--- src/rtl/fcvt_int2f_seq.sv ---
// Multi-cycle int32/int64 -> IEEE-754 single converter (FCVT.S.W / FCVT.S.WU).
// One state per datapath stage: latch, magnitude, normalize, round/pack, present.

module fcvt_int2f_lzc #(
  parameter int W  = 32,
  parameter int WL = $clog2(W)
) (
  input  logic [W-1:0]  a_i,
  output logic [WL-1:0] cnt_o
);
  // Highest set bit wins; the all-zero case is don't-care upstream.
  always_comb begin
    cnt_o = '0;
    for (int i = 0; i < W; i++)
      if (a_i[i]) cnt_o = WL'(W - 1 - i);
  end
endmodule

module fcvt_int2f_seq #(
  parameter int W_IN = 32,
  parameter int W_LZ = $clog2(W_IN)
) (
  input  logic            clk,
  input  logic            resetn,
  input  logic            in_valid,
  output logic            in_ready,
  input  logic [W_IN-1:0] in_data,
  input  logic            in_signed,
  input  logic [2:0]      in_rm,
  output logic            out_valid,
  input  logic            out_ready,
  output logic [31:0]     out_result,
  output logic [4:0]      out_fflags
);

  typedef enum logic [2:0] {S_IDLE, S_ABS, S_NORM, S_RND, S_OUT} state_e;

  state_e state_q, state_d;

  logic [W_IN-1:0] data_q, mag_q, norm_q;
  logic            sgn_in_q, sign_q, zero_q;
  logic [2:0]      rm_q;
  logic [W_LZ-1:0] lz_q, lz_w;
  logic [31:0]     res_q, res_d;
  logic [4:0]      flags_q, flags_d;

  logic [22:0] frac, frac_r;
  logic [23:0] frac_inc;
  logic        guard, sticky, rnd_up, neg;
  logic [7:0]  exp_w, exp_r;

  fcvt_int2f_lzc #(.W(W_IN), .WL(W_LZ)) u_lzc (.a_i(mag_q), .cnt_o(lz_w));

  always_ff @(posedge clk or negedge resetn) begin
    if (!resetn) state_q <= S_IDLE;
    else         state_q <= state_d;
  end

  always_comb begin
    state_d = state_q;
    unique case (state_q)
      S_IDLE:  if (in_valid) state_d = S_ABS;
      S_ABS:   state_d = S_NORM;
      S_NORM:  state_d = S_RND;
      S_RND:   state_d = S_OUT;
      S_OUT:   if (out_ready) state_d = S_IDLE;
      default: state_d = S_IDLE;
    endcase
  end

  assign neg = sgn_in_q & data_q[W_IN-1];

  // Round/pack from the normalized magnitude (leading one at bit W_IN-1).
  always_comb begin
    frac   = norm_q[W_IN-2 -: 23];
    guard  = norm_q[W_IN-25];
    sticky = |norm_q[W_IN-26:0];
    exp_w  = 8'(127 + W_IN - 1) - 8'(lz_q);
    unique case (rm_q)
      3'b001:  rnd_up = 1'b0;
      3'b010:  rnd_up = sign_q & (guard | sticky);
      3'b011:  rnd_up = ~sign_q & (guard | sticky);
      3'b100:  rnd_up = guard;
      default: rnd_up = guard & (sticky | frac[0]);
    endcase
    frac_inc = {1'b0, frac} + 24'(rnd_up);
    if (frac_inc[23]) begin
      frac_r = '0;
      exp_r  = exp_w + 8'd1;
    end else begin
      frac_r = frac_inc[22:0];
      exp_r  = exp_w;
    end
    res_d   = zero_q ? 32'h0 : {sign_q, exp_r, frac_r};
    flags_d = zero_q ? 5'h0  : {4'b0, guard | sticky};
  end

  always_ff @(posedge clk or negedge resetn) begin
    if (!resetn) begin
      data_q   <= '0;
      sgn_in_q <= 1'b0;
      rm_q     <= '0;
      sign_q   <= 1'b0;
      mag_q    <= '0;
      norm_q   <= '0;
      lz_q     <= '0;
      zero_q   <= 1'b0;
      res_q    <= '0;
      flags_q  <= '0;
    end else begin
      unique case (state_q)
        S_IDLE: if (in_valid) begin
          data_q   <= in_data;
          sgn_in_q <= in_signed;
          rm_q     <= in_rm;
        end
        S_ABS: begin
          sign_q <= neg;
          mag_q  <= neg ? -data_q : data_q;
        end
        S_NORM: begin
          norm_q <= mag_q << lz_w;
          lz_q   <= lz_w;
          zero_q <= ~|mag_q;
        end
        S_RND: begin
          res_q   <= res_d;
          flags_q <= flags_d;
        end
        default: ;
      endcase
    end
  end

  assign in_ready   = (state_q == S_IDLE) && resetn;
  assign out_valid  = (state_q == S_OUT);
  assign out_result = res_q;
  assign out_fflags = flags_q;

endmodule

--- config.mk ---
export PLATFORM = sky130hd
export DESIGN_NAME = fcvt_int2f_seq
export DESIGN_NICKNAME = d
export VERILOG_FILES = /design/src/rtl/fcvt_int2f_seq.sv
export SDC_FILE = /design/constraint.sdc
export NUM_CORES = 1
export LEC_CHECK = 0
export CAP_MARGIN = 20
export CORE_ASPECT_RATIO = 0.7
export CORE_MARGIN = 2
export CORE_UTILIZATION = 55
export CTS_CLUSTER_DIAMETER = 100
export DETAILED_ROUTE_END_ITERATION = 10
export PLACE_DENSITY = 0.79
export SYNTH_ARGS = -nofsm -noshare
export SYNTH_HDL_FRONTEND = slang
export SYNTH_SLANG_ARGS = --single-unit
--- constraint.sdc ---
create_clock -name clk -period 9.15 [get_ports clk]
set_input_delay 2.745 -clock clk [delete_from_list [all_inputs] [get_ports clk]]
set_output_delay 2.745 -clock clk [all_outputs]
set_load 0.03 [all_outputs]
==> metrics.yaml <==
initial_utilization_pct: 56.23
gr-usage-all-layers_pct: 27.34
final_core_utilization_pct: 65.83
top_layer: "met4"
crit_path_start_kind: "input pin"
clock_tree_root: "sky130_fd_sc_hd__clkbuf_16"
drc_errors: 0
wl_met2_mm: 9.138
antenna_found_initial: 0
setup_slack_ns: 2.267
setup_failing_eps_final: 0
cp_slowest_stage_delay_ns: 0.66
worstMarginPinSlew_ns: 1.069
leakagePower_uw: 0.004014
setup_tns_ns: 0
met1Wirelength_mm: 9.990
regToRegStartpoint: "sign_q$_DFFE_PN0P_"
drt-initial-drc-count: 746
status: "complete, no violations"
clock-skew-final_ns: 0.01205
layout.nets: 978
slowest_stage_cell_cp: "sky130_fd_sc_hd__clkdlybuf4s50_1"
grt_first_pass_wirelength_mm: 34.44
n_antenna_cell: 0
syn-cell-area_um2: 8278
yosys.area.top_type_share_pct: 42.93
yosys_register_bits: 142
floorplan.die.height_um: 106.6
synthArstFlopShare_pct: 100.0
drt_pass1_iterations: 7
data_required_time_at_the_worst_endpoint_ns: 6.41
clkTransAtPathRegs_ns: 0.06
setup.worst_path.end_class: "output port"
yosysSeqAreaShare_pct: 42.93
clk-insertion-delay-late_ns: 0.42
routed-via-count: 7029
cp.arrival_ns: 4.14
io_pins: 79
hpwl_mm: 15.06
post_synth_num_cell_types: 75
globalplace.congestion: 0.9648
die_x_um: 150.6
rows: 37
holdCritPathClass: "flip-flop to flip-flop"
final_wirelength_mm: 21.09
edff_count_synth: 0
max-vdd-ir-drop_mv: 0.2028
synthFlopType: "sky130_fd_sc_hd__dfrtp_1"
post-cts-setup-buffer-count: 0
drv.max_cap_violation_count: 0
cts_sinks: 142
met3WireLength_mm: 1.797
fmax_ghz: 0.1453
min_period_ns: 6.883
port_buffers: 74
finished_layout_cells: 1141
synth.area.top_cells: "sky130_fd_sc_hd__dfrtp_1 (43%), sky130_fd_sc_hd__mux2_2 (6.4%), sky130_fd_sc_hd__nand2_1 (6.1%)"
via_count_of_the_first_global_routing_pass: 6492
max-clock-path-buffers: 2
fin_crit_sh_pct: 75.23
library_cell_with_the_largest_summed_area_after_synthesis: "sky130_fd_sc_hd__dfrtp_1"
syn_inst: 876
setup.reg_to_reg.worst_slack_ns: 4.89
cts_tree: "built"
cts_hold_repair.buffers: 0
yosys_warnings: 0
pre_cts_slack_ns: 2.210
criticalPathCategory: "input pin to output port"
post_cts.resized_instances: 0
grt_setup_unrepaired: "no"
layout-drive-gt1-share_pct: 10.89
grt_overflow: 0
relSlewSlack_pct: 28.57
detail_route.wl_per_cell_um: 18.49
worst_setup_path_startpoint: "resetn"
postSynthAreaPerCell_um2: 9.450
tritoncts.num_buffers: 17
core-area_um2: 14720
final_max_slew_viol_count: 0
pwr_density_cell_nw_per_um2: 452.7
timing.final.hold_violations: 0
floorplan.die_area_um2: 16060
holdCritStartpoint: "out_result[18]$_DFFE_PN0P_"
areaGrowthSynthToFinish_pct: 17.08
cts_htree_levels: 4
vias_per_cell: 6.160
largest_net_degree_at_the_start_of_global_routing: 75
placed_cells_incl_taps: 1108
worstPathMaxFanout: 74
cp_cell_sequence: "buf_6 -> and2_1 -> clkdlybuf4s50_1"
final_antenna_net_count: 0
## synth_stat cells (8+ instances only)
master / count
sky130_fd_sc_hd__nor4_1: 12
sky130_fd_sc_hd__dfrtp_1: 142
sky130_fd_sc_hd__nor2_1: 59
sky130_fd_sc_hd__inv_1: 19
sky130_fd_sc_hd__nor3_1: 17
sky130_fd_sc_hd__a211oi_1: 8
sky130_fd_sc_hd__a22oi_1: 13
sky130_fd_sc_hd__a22o_1: 12
sky130_fd_sc_hd__xor2_1: 29
sky130_fd_sc_hd__a21oi_1: 23
sky130_fd_sc_hd__o21ai_0: 86
sky130_fd_sc_hd__mux2_2: 47
sky130_fd_sc_hd__xnor2_1: 26
sky130_fd_sc_hd__mux2i_1: 45
sky130_fd_sc_hd__nand2_1: 134
sky130_fd_sc_hd__o31ai_1: 8
sky130_fd_sc_hd__clkbuf_1: 34
sky130_fd_sc_hd__nand3_1: 17
## cells in the final DEF (no fill, tap or decap), drive strengths merged, types with 21 or more instances in the layout
| master | n |
|---|---|
| clkdlybuf4s50 | 73 |
| mux2i | 48 |
| a21oi | 24 |
| dfrtp | 142 |
| mux2 | 47 |
| nor2 | 59 |
| nand2 | 134 |
| inv | 21 |
| xnor2 | 26 |
| xor2 | 29 |
| o21ai | 88 |
## metrics by stage
step	instance area (um2)	total power (uW)	hold WS [ns]
final	9692	4387	0.4777
after floorplan	8289	2998	0.4502
after global placement	9100	3596	0.4607
after detailed placement	9100	3640	0.4663
after CTS	9664	4329	0.4831
after global routing	9692	4675	0.4927
## cell type report
class	count	area (um2)
Clock buffer	19	452.9
Clock inverter	12	111.4
Fill cell	1193	5030
Inverter	19	71.32
Multi-Input combinational cell	670	4429
Sequential cell	142	3553
Tap cell	195	244.0
Timing Repair Buffer	84	829.5
## power breakdown
group	leakage, uW	internal, uW	switching [uW]
Sequential	0.00178	915	345
Clock	0.000272	388	275
Combinational	0.00196	1020	1440
## routing by layer
| metal | vias to the layer above | GRT usage, % |
|---|---|---|
| met2 | 272 | 39.06 |
| met1 | 3455 | 41.85 |
| met4 | 0 | 6.075 |
| li1 | 3281 | - |
| met5 | - | 0 |
| met3 | 21 | 6.936 |
## registers in the layout, indices dropped and copies added (netlist names)
register,count
state_q,3
rm_q,3
sign_q,1
zero_q,1
norm_q,31
sgn_in_q,1
out_result,32
out_fflags,1
mag_q,32
lz_q,5
data_q,32
## critical path: cells and delay by family
kind | cells | cell delay (ns)
and+or+nand+nor | 1 | 0.22
buffers and inverters | 2 | 1.13
## final timing paths
kind	endpoint	cells past startpoint
max in group asynchronous	norm_q[2]$_DFFE_PN0N_	2
worst min-delay path	out_result[18]$_DFFE_PN0P_	2
worst max register to register	out_result[26]$_DFFE_PN0P_	13
worst min register to register	out_result[18]$_DFFE_PN0P_	2
worst max-delay path	in_ready	3
min in group asynchronous	data_q[4]$_DFFE_PN0P_	1
## kinds of logic (layout without fill, tap and decap cells)
| group | Yosys count | count (layout) | synth area share [%] |
|---|---|---|---|
| flops | 142 | 142 | 42.93 |
| mux | 96 | 96 | 12.71 |
| fa+ha+maj | 4 | 4 | 0.6046 |
| other cells | 1 | 4 | 0.04530 |
| xor+xnor | 55 | 55 | 5.819 |
| buf+inv | 67 | 134 | 3.703 |
| compound gates | 221 | 221 | 17.94 |
| simple gates | 290 | 290 | 16.25 |
Note: power is estimated with default switching activity, not from simulation.
